<file path="src/rtl/lsu_pkg.sv">
// Shared types for the load/store unit: funct3 codes, FSM states, access sizes.
package lsu_pkg;

  localparam logic [2:0] F3_LB  = 3'b000;
  localparam logic [2:0] F3_LH  = 3'b001;
  localparam logic [2:0] F3_LW  = 3'b010;
  localparam logic [2:0] F3_LBU = 3'b100;
  localparam logic [2:0] F3_LHU = 3'b101;
  localparam logic [2:0] F3_SB  = 3'b000;
  localparam logic [2:0] F3_SH  = 3'b001;
  localparam logic [2:0] F3_SW  = 3'b010;

  localparam int unsigned CNT_W = 8;

  typedef enum logic [1:0] {
    S_IDLE = 2'b00,
    S_REQ  = 2'b01,
    S_WAIT = 2'b10
  } lsu_state_e;

  typedef enum logic [1:0] {
    SZ_BYTE = 2'b00,
    SZ_HALF = 2'b01,
    SZ_WORD = 2'b10
  } acc_size_e;

  // Unused funct3 codes (011, 110, 111) fall into the word case.
  function automatic acc_size_e f3_size(input logic [2:0] f3);
    case (f3[1:0])
      2'b00:   return SZ_BYTE;
      2'b01:   return SZ_HALF;
      default: return SZ_WORD;
    endcase
  endfunction

endpackage

</file>
<file path="src/rtl/lsu_if.sv">
// Pipeline-side and data-memory-side signals of the load/store unit.
interface lsu_if;
  logic        lsu_req;
  logic        lsu_we;
  logic [2:0]  lsu_funct3;
  logic [31:0] lsu_addr;
  logic [31:0] lsu_wdata;
  logic        lsu_busy;
  logic        lsu_done;
  logic [31:0] lsu_rdata;
  logic        lsu_err;
  logic        lsu_misalign;
  logic        mem_req;
  logic        mem_we;
  logic [3:0]  mem_be;
  logic [31:0] mem_addr;
  logic [31:0] mem_wdata;
  logic        mem_gnt;
  logic        mem_rvalid;
  logic [31:0] mem_rdata;

  modport slave (
    input  lsu_req, lsu_we, lsu_funct3, lsu_addr, lsu_wdata,
    input  mem_gnt, mem_rvalid, mem_rdata,
    output lsu_busy, lsu_done, lsu_rdata, lsu_err, lsu_misalign,
    output mem_req, mem_we, mem_be, mem_addr, mem_wdata
  );

  modport master (
    output lsu_req, lsu_we, lsu_funct3, lsu_addr, lsu_wdata,
    output mem_gnt, mem_rvalid, mem_rdata,
    input  lsu_busy, lsu_done, lsu_rdata, lsu_err, lsu_misalign,
    input  mem_req, mem_we, mem_be, mem_addr, mem_wdata
  );
endinterface

</file>
<file path="src/rtl/lsu_align.sv">
// Byte-lane logic: byte enables, store replication, load extraction/extension.
// MISALIGN_TRAP_EN enables the misaligned-access trap flag.
module lsu_align
  import lsu_pkg::*;
(
  input  logic [2:0]  i_funct3,
  input  logic [1:0]  i_addr_lo,
  input  logic [31:0] i_wdata,
  input  logic [31:0] i_rdata,
  output logic [3:0]  o_be,
  output logic [31:0] o_wdata,
  output logic [31:0] o_rdata,
  output logic        o_trap
);

  acc_size_e   w_size;
  logic [1:0]  w_lane;
  logic [31:0] w_shifted;
  logic        w_sext;

  assign w_size = f3_size(i_funct3);
  assign w_sext = ~i_funct3[2];

  // NOTE: every output of a combinational block gets a default first so no path infers a latch.
  always_comb begin
    o_be    = 4'b1111;
    o_wdata = i_wdata;
    w_lane  = 2'b00;
    case (w_size)
      SZ_BYTE: begin
        o_be    = 4'b0001 << i_addr_lo;
        o_wdata = {4{i_wdata[7:0]}};
        w_lane  = i_addr_lo;
      end
      SZ_HALF: begin
        o_be    = i_addr_lo[1] ? 4'b1100 : 4'b0011;
        o_wdata = {2{i_wdata[15:0]}};
        w_lane  = {i_addr_lo[1], 1'b0};
      end
      default: ;
    endcase
  end

  assign w_shifted = i_rdata >> {w_lane, 3'b000};

  always_comb begin
    o_rdata = w_shifted;
    case (w_size)
      SZ_BYTE: o_rdata = {{24{w_sext & w_shifted[7]}}, w_shifted[7:0]};
      SZ_HALF: o_rdata = {{16{w_sext & w_shifted[15]}}, w_shifted[15:0]};
      default: ;
    endcase
  end

`ifdef MISALIGN_TRAP_EN
  assign o_trap = ((w_size == SZ_HALF) && i_addr_lo[0]) ||
                  ((w_size == SZ_WORD) && (i_addr_lo != 2'b00));
`else
  assign o_trap = 1'b0;
`endif

endmodule

</file>
<file path="src/rtl/lsu.sv">
// Load/store unit: one req/gnt/rvalid bus transfer per request, with bus timeout.
// Optional misaligned-access trap via MISALIGN_TRAP_EN.
module lsu
  import lsu_pkg::*;
#(
  parameter int unsigned BUS_TIMEOUT = 255
) (
  input  logic clk,
  input  logic rst,
  lsu_if.slave bus
);

  lsu_state_e       r_state;
  logic [CNT_W-1:0] r_cnt;
  logic [2:0]       r_funct3;
  logic [1:0]       r_addr_lo;
  logic             r_done;
  logic             r_err;
  logic             r_misalign;
  logic [31:0]      r_rdata;
  logic             r_mem_req;
  logic             r_mem_we;
  logic [3:0]       r_mem_be;
  logic [31:0]      r_mem_addr;
  logic [31:0]      r_mem_wdata;

  logic             w_idle;
  logic [2:0]       w_funct3;
  logic [1:0]       w_addr_lo;
  logic [3:0]       w_be;
  logic [31:0]      w_wdata;
  logic [31:0]      w_rdata;
  logic             w_trap;
  logic [CNT_W:0]   w_cnt_nxt;
  logic             w_timeout;

  assign w_idle = (r_state == S_IDLE);

  // Lane logic sees the incoming request in IDLE and the latched one afterwards.
  assign w_funct3  = w_idle ? bus.lsu_funct3     : r_funct3;
  assign w_addr_lo = w_idle ? bus.lsu_addr[1:0]  : r_addr_lo;

  lsu_align u_align (
    .i_funct3  (w_funct3),
    .i_addr_lo (w_addr_lo),
    .i_wdata   (bus.lsu_wdata),
    .i_rdata   (bus.mem_rdata),
    .o_be      (w_be),
    .o_wdata   (w_wdata),
    .o_rdata   (w_rdata),
    .o_trap    (w_trap)
  );

  assign w_cnt_nxt = {1'b0, r_cnt} + 1'b1;
  assign w_timeout = (BUS_TIMEOUT != 0) && (w_cnt_nxt == (CNT_W+1)'(BUS_TIMEOUT));

  // NOTE: sequential state uses non-blocking assignments so every register samples pre-edge values.
  always_ff @(posedge clk or posedge rst) begin
    if (rst) begin
      r_state     <= S_IDLE;
      r_cnt       <= '0;
      r_funct3    <= '0;
      r_addr_lo   <= '0;
      r_done      <= 1'b0;
      r_err       <= 1'b0;
      r_misalign  <= 1'b0;
      r_rdata     <= '0;
      r_mem_req   <= 1'b0;
      r_mem_we    <= 1'b0;
      r_mem_be    <= '0;
      r_mem_addr  <= '0;
      r_mem_wdata <= '0;
    end else begin
      r_done     <= 1'b0;
      r_err      <= 1'b0;
      r_misalign <= 1'b0;
      case (r_state)
        S_IDLE: begin
          if (bus.lsu_req) begin
            r_funct3  <= bus.lsu_funct3;
            r_addr_lo <= bus.lsu_addr[1:0];
            if (w_trap) begin
              r_done     <= 1'b1;
              r_misalign <= 1'b1;
            end else begin
              r_state     <= S_REQ;
              r_cnt       <= '0;
              r_mem_req   <= 1'b1;
              r_mem_we    <= bus.lsu_we;
              r_mem_be    <= w_be;
              r_mem_addr  <= {bus.lsu_addr[31:2], 2'b00};
              r_mem_wdata <= w_wdata;
            end
          end
        end
        S_REQ: begin
          if (bus.mem_gnt) begin
            r_mem_req <= 1'b0;
            r_cnt     <= '0;
            if (r_mem_we) begin
              r_state <= S_IDLE;
              r_done  <= 1'b1;
            end else begin
              r_state <= S_WAIT;
            end
          end else if (w_timeout) begin
            r_mem_req <= 1'b0;
            r_state   <= S_IDLE;
            r_done    <= 1'b1;
            r_err     <= 1'b1;
          end else begin
            r_cnt <= w_cnt_nxt[CNT_W-1:0];
          end
        end
        S_WAIT: begin
          if (bus.mem_rvalid) begin
            r_rdata <= w_rdata;
            r_state <= S_IDLE;
            r_done  <= 1'b1;
          end else if (w_timeout) begin
            r_state <= S_IDLE;
            r_done  <= 1'b1;
            r_err   <= 1'b1;
          end else begin
            r_cnt <= w_cnt_nxt[CNT_W-1:0];
          end
        end
        default: r_state <= S_IDLE;
      endcase
    end
  end

  assign bus.lsu_busy     = ~w_idle;
  assign bus.lsu_done     = r_done;
  assign bus.lsu_err      = r_err;
  assign bus.lsu_misalign = r_misalign;
  assign bus.lsu_rdata    = r_rdata;
  assign bus.mem_req      = r_mem_req;
  assign bus.mem_we       = r_mem_we;
  assign bus.mem_be       = r_mem_be;
  assign bus.mem_addr     = r_mem_addr;
  assign bus.mem_wdata    = r_mem_wdata;

endmodule

</file>
<file path="src/flat_wrapper.sv">
// flat-port wrapper written by rule: the top's interface ports become plain ports
module lsu_flat import lsu_pkg::*;
#(
  parameter int unsigned BUS_TIMEOUT = 255
)
  (clk, rst, bus_lsu_req, bus_lsu_we, bus_lsu_funct3, bus_lsu_addr, bus_lsu_wdata, bus_mem_gnt, bus_mem_rvalid, bus_mem_rdata, bus_lsu_busy, bus_lsu_done, bus_lsu_rdata, bus_lsu_err, bus_lsu_misalign, bus_mem_req, bus_mem_we, bus_mem_be, bus_mem_addr, bus_mem_wdata);
  lsu_if bus_i ();
  input  logic clk;
  input  logic rst;
  input wire logic [$bits(bus_i.lsu_req)-1:0] bus_lsu_req;
  input wire logic [$bits(bus_i.lsu_we)-1:0] bus_lsu_we;
  input wire logic [$bits(bus_i.lsu_funct3)-1:0] bus_lsu_funct3;
  input wire logic [$bits(bus_i.lsu_addr)-1:0] bus_lsu_addr;
  input wire logic [$bits(bus_i.lsu_wdata)-1:0] bus_lsu_wdata;
  input wire logic [$bits(bus_i.mem_gnt)-1:0] bus_mem_gnt;
  input wire logic [$bits(bus_i.mem_rvalid)-1:0] bus_mem_rvalid;
  input wire logic [$bits(bus_i.mem_rdata)-1:0] bus_mem_rdata;
  output wire logic [$bits(bus_i.lsu_busy)-1:0] bus_lsu_busy;
  output wire logic [$bits(bus_i.lsu_done)-1:0] bus_lsu_done;
  output wire logic [$bits(bus_i.lsu_rdata)-1:0] bus_lsu_rdata;
  output wire logic [$bits(bus_i.lsu_err)-1:0] bus_lsu_err;
  output wire logic [$bits(bus_i.lsu_misalign)-1:0] bus_lsu_misalign;
  output wire logic [$bits(bus_i.mem_req)-1:0] bus_mem_req;
  output wire logic [$bits(bus_i.mem_we)-1:0] bus_mem_we;
  output wire logic [$bits(bus_i.mem_be)-1:0] bus_mem_be;
  output wire logic [$bits(bus_i.mem_addr)-1:0] bus_mem_addr;
  output wire logic [$bits(bus_i.mem_wdata)-1:0] bus_mem_wdata;
  assign bus_i.lsu_req = bus_lsu_req;
  assign bus_i.lsu_we = bus_lsu_we;
  assign bus_i.lsu_funct3 = bus_lsu_funct3;
  assign bus_i.lsu_addr = bus_lsu_addr;
  assign bus_i.lsu_wdata = bus_lsu_wdata;
  assign bus_i.mem_gnt = bus_mem_gnt;
  assign bus_i.mem_rvalid = bus_mem_rvalid;
  assign bus_i.mem_rdata = bus_mem_rdata;
  assign bus_lsu_busy = bus_i.lsu_busy;
  assign bus_lsu_done = bus_i.lsu_done;
  assign bus_lsu_rdata = bus_i.lsu_rdata;
  assign bus_lsu_err = bus_i.lsu_err;
  assign bus_lsu_misalign = bus_i.lsu_misalign;
  assign bus_mem_req = bus_i.mem_req;
  assign bus_mem_we = bus_i.mem_we;
  assign bus_mem_be = bus_i.mem_be;
  assign bus_mem_addr = bus_i.mem_addr;
  assign bus_mem_wdata = bus_i.mem_wdata;
  lsu #(.BUS_TIMEOUT(BUS_TIMEOUT)) u_core (.clk(clk), .rst(rst), .bus(bus_i));
endmodule
</file>
<file path="config.mk">
export PLATFORM = sky130hd
export DESIGN_NAME = lsu_flat
export DESIGN_NICKNAME = d
export VERILOG_FILES = /design/src/rtl/lsu_pkg.sv /design/src/rtl/lsu_if.sv /design/src/rtl/lsu_align.sv /design/src/rtl/lsu.sv /design/src/flat_wrapper.sv
export SDC_FILE = /design/constraint.sdc
export NUM_CORES = 1
export LEC_CHECK = 0
export BUFFER_PORTS_ARGS = -buffer_cell sky130_fd_sc_hd__buf_2
export CORE_MARGIN = 4
export CORE_UTILIZATION = 33
export CTS_BUF_LIST = sky130_fd_sc_hd__clkbuf_2
export CTS_CLUSTER_DIAMETER = 50
export DETAILED_ROUTE_END_ITERATION = 8
export PLACE_DENSITY_LB_ADDON = 0.15
export SYNTH_ARGS = -nofsm -noshare
export SYNTH_HDL_FRONTEND = slang
export SYNTH_SLANG_ARGS = --single-unit
</file>
<file path="constraint.sdc">
create_clock -name clk -period 3.95 [get_ports clk]
set_input_delay 0.79 -clock clk [delete_from_list [all_inputs] [get_ports clk]]
set_output_delay 0.79 -clock clk [all_outputs]
set_load 0.01 [all_outputs]
</file>
==> results.py <==
metrics = {
    "yosys": {
        "yosysWarnings": 0,
        "syn_area_mm2": 0.005454,
        "synth_cell_types": 52,
        "async_reset_ff_frac": 1.000,
        "synth_seq_cells": 117,
        "netlist_instances": 486,
        "synth_ff_type": "dfrtp_1",
        "synth_area_per_cell_um2": 11.22,
        "seq_area_frac_synth": 0.5368,
        "synth-edff-count": 0,
    },
    "global_routing": {
        "gr-total-overflow": 0,
        "grt.total_usage": 0.1645,
        "grtUsageMet2": 0.2645,
        "antenna_found_initial": 3,
        "grt_use_met3": 0.06250,
        "top_usage_layer": "met2",
        "grt_pass1_wl_mm": 23.89,
        "grt_use_met1": 0.2034,
        "grt_pass1_vias": 4613,
        "grt_max_degree": 62,
    },
    "floorplanning": {
        "design.die.area_mm2": 0.01865,
        "fp-row-count": 46,
        "die_x_um": 136.6,
        "pin_count": 211,
        "start_util": 0.3396,
        "die_h_um": 136.6,
        "coreArea_mm2": 0.01606,
    },
    "clocking": {
        "clk_latency_ps": 660,
        "htreeDepth": 4,
        "clk_path_buf_depth": 2,
        "cts_made_buffers": 17,
        "post_cts_resize_count": 0,
        "postCtsSetupBuffers": 0,
        "hold_buffers": 0,
        "cts_tree": "built",
        "clock-root-buffer": "clkbuf_2",
        "cts.sinks": 117,
        "clk_pin_slew_worst_paths_ps": 180,
    },
    "routing": {
        "vias_per_cell": 4.844,
        "route.detailed.drc": 0,
        "wl_per_cell_um": 16.34,
        "antenna_left": 0,
        "finalWirelength_mm": 15.11,
        "drtIter0Drc": 214,
        "vias": 4481,
        "drt_first_pass_iters": 5,
    },
    "worst_setup_path": {
        "cp.depth": 7,
        "required_ps": 4480,
        "path_delay_family": "compound AO/OA/AOI/OAI gates",
        "cpPeakStageDelay_ps": 710,
        "end_kind": "flop",
        "cp_common_cell": "nand3_1",
        "crit_arrival_ps": 3420,
        "slowest_stage": "a311oi_4",
        "reg2reg_depth": 7,
        "path_max_fanout": 19,
        "cp-start-kind": "flop",
        "path_buf_inv": 1,
        "worst-setup-path-type": "reg2reg",
        "path_cells": "inv_1 > ha_1 > or4bb_1 > nand3_1 > nand3_1 > a311oi_4 > a21oi_1",
    },
    "sta": {
        "relSlewSlack": 0.3012,
        "finalCriticalPeriod_ps": 2899,
        "tightest_slew_ps": 1045,
        "fmax_ghz": 0.3449,
        "rsz0062_at_grt": "no",
        "slew_viol_final": 0,
        "fin_skew_ps": 22.74,
        "timing.final.hold_violations": 0,
        "setup_viol": 0,
        "worst_slack_ps": 1051,
        "holdWs_ps": 253.0,
        "fin_crit_sh": 0.7340,
        "fin_tns_setup_ps": 0,
    },
    "cells_and_area": {
        "area_growth_pct": 26.45,
        "final_nets": 805,
        "drive_above_1_share": 0.4399,
        "fin_area_mm2": 0.006897,
        "final_core_util": 0.4295,
        "final_cells": 925,
    },
    "placed_design": {
        "place_congestion": 0.8029,
        "portBuffers": 207,
        "pre_cts_ws_ps": 1050,
        "dp.cells": 891,
        "placed_cell_area_mm2": 0.006681,
        "post-dp-hpwl_mm": 11.15,
    },
    "flow_run": {
        "drv_cap": 0,
    },
    "min_path": {
        "hold_class": "in2async",
    },
    "pwr": {
        "p_per_area_mw_per_mm2": 773.2,
        "power_mw": 5.332,
        "p_leak_nw": 3.403,
        "irDropWorstVdd_mv": 0.3247,
    },
    "outcome": {
        "status": "finished, final reports clean",
    },
}
==> sequential cells by signal (all words and copies together) (netlist names) <==
signal,count
u_core.bus.lsu_done,1
u_core.bus.lsu_err,1
u_core.bus.lsu_rdata,32
u_core.bus.mem_addr,30
u_core.bus.mem_be,4
u_core.bus.mem_req,1
u_core.bus.mem_wdata,32
u_core.bus.mem_we,1
u_core.r_addr_lo,2
u_core.r_cnt,8
u_core.r_funct3,3
u_core.r_state,2
==> cells by family after synthesis <==
kind of cell,count (synthesis),share of synthesized area
buffers and inverters,35,0.03189
multiplexers,84,0.1661
flip-flops,117,0.5368
AO/OA/AOI/OAI,101,0.1239
AND/OR/NAND/NOR,140,0.1237
adder cells (fa/ha/maj),6,0.01376
XOR/XNOR,2,0.003212
other,1,0.0006876
==> layout make-up <==
cell class                 count  area (um^2)
fill                        1580         9161
multi-input combinational    336         2362
clock inverter                13        115.1
sequential                   117         2928
antenna                        2        5.005
timing repair buffer         214         1089
tap                          216        270.3
clock buffer                  19        95.09
inverter                       8        32.53
==> cells in the final DEF (no fill, tap or decap), drive strengths merged, types with 4 or more instances in the layout <==
| cell | Yosys | routed |
|---|---|---|
| inv | 8 | 8 |
| mux2 | 52 | 52 |
| dfrtp | 117 | 117 |
| clkbuf | 15 | 19 |
| mux2i | 32 | 32 |
| a21oi | 22 | 22 |
| nand2 | 65 | 65 |
| ha | 6 | 6 |
| o21ai | 46 | 46 |
| o31ai | 4 | 4 |
| clkinv | 0 | 9 |
| nor2 | 34 | 34 |
| o22a | 9 | 9 |
| buf | 12 | 214 |
| a222oi | 8 | 8 |
| nand3 | 11 | 11 |
==> per-layer routing <==
metal,share of wire,vias up
li1,-,2145
met1,0.42,2137
met2,0.47,176
met3,0.085,21
met4,0.018,2
met5,0.00086,-
==> report_power, final <==
group          internal (mW)  switching, mW  total, mW
logic                   1.14           1.39       2.54
registers               1.75          0.314       2.06
clock network          0.280          0.452      0.732
total                   3.17           2.16       5.33
==> Yosys cell counts (all sizes together) (3+ instances only) <==
library cell,number,area (um^2)
a21oi,22,113.9
a222oi,8,80.08
and2,3,21.27
buf,12,87.58
clkbuf,15,56.30
dfrtp,117,2928
ha,6,75.07
inv,8,30.03
mux2,52,585.6
mux2i,32,320.3
nand2,65,244.0
nand3,11,65.06
nand3b,3,22.52
nor2,34,127.6
nor2b,3,18.77
o21ai,46,230.2
o22a,9,78.83
o31ai,4,30.03
or3b,3,26.28
==> final timing paths <==
kind	from	slack [ps]	end
max in group asynchronous	rst	2780	u_core.bus.mem_addr[8]$_DFFE_PP0P_
hold / removal	rst	250	u_core.bus.mem_wdata[4]$_DFFE_PP0P_
min in group clk	bus_lsu_addr[14]	340	u_core.bus.mem_addr[14]$_DFFE_PP0P_
setup reg to reg	u_core.r_state[0]$_DFFE_PP0P_	1050	u_core.bus.lsu_rdata[17]$_DFFE_PP0P_
hold reg to reg	u_core.bus.mem_wdata[19]$_DFFE_PP0P_	500	u_core.bus.mem_wdata[19]$_DFFE_PP0P_
setup / recovery	u_core.r_state[0]$_DFFE_PP0P_	1050	u_core.bus.lsu_rdata[17]$_DFFE_PP0P_
==> worst register-to-register path, delay by kind of cell (launching register included) <==
family / cells / cell delay, ps
AO/OA/AOI/OAI: 2 / 870
AND/OR/NAND/NOR: 3 / 780
adder cells (fa/ha/maj): 1 / 570
flip-flops: 1 / 440
buffers and inverters: 1 / 110
Note: power is estimated with default switching activity, not from simulation.
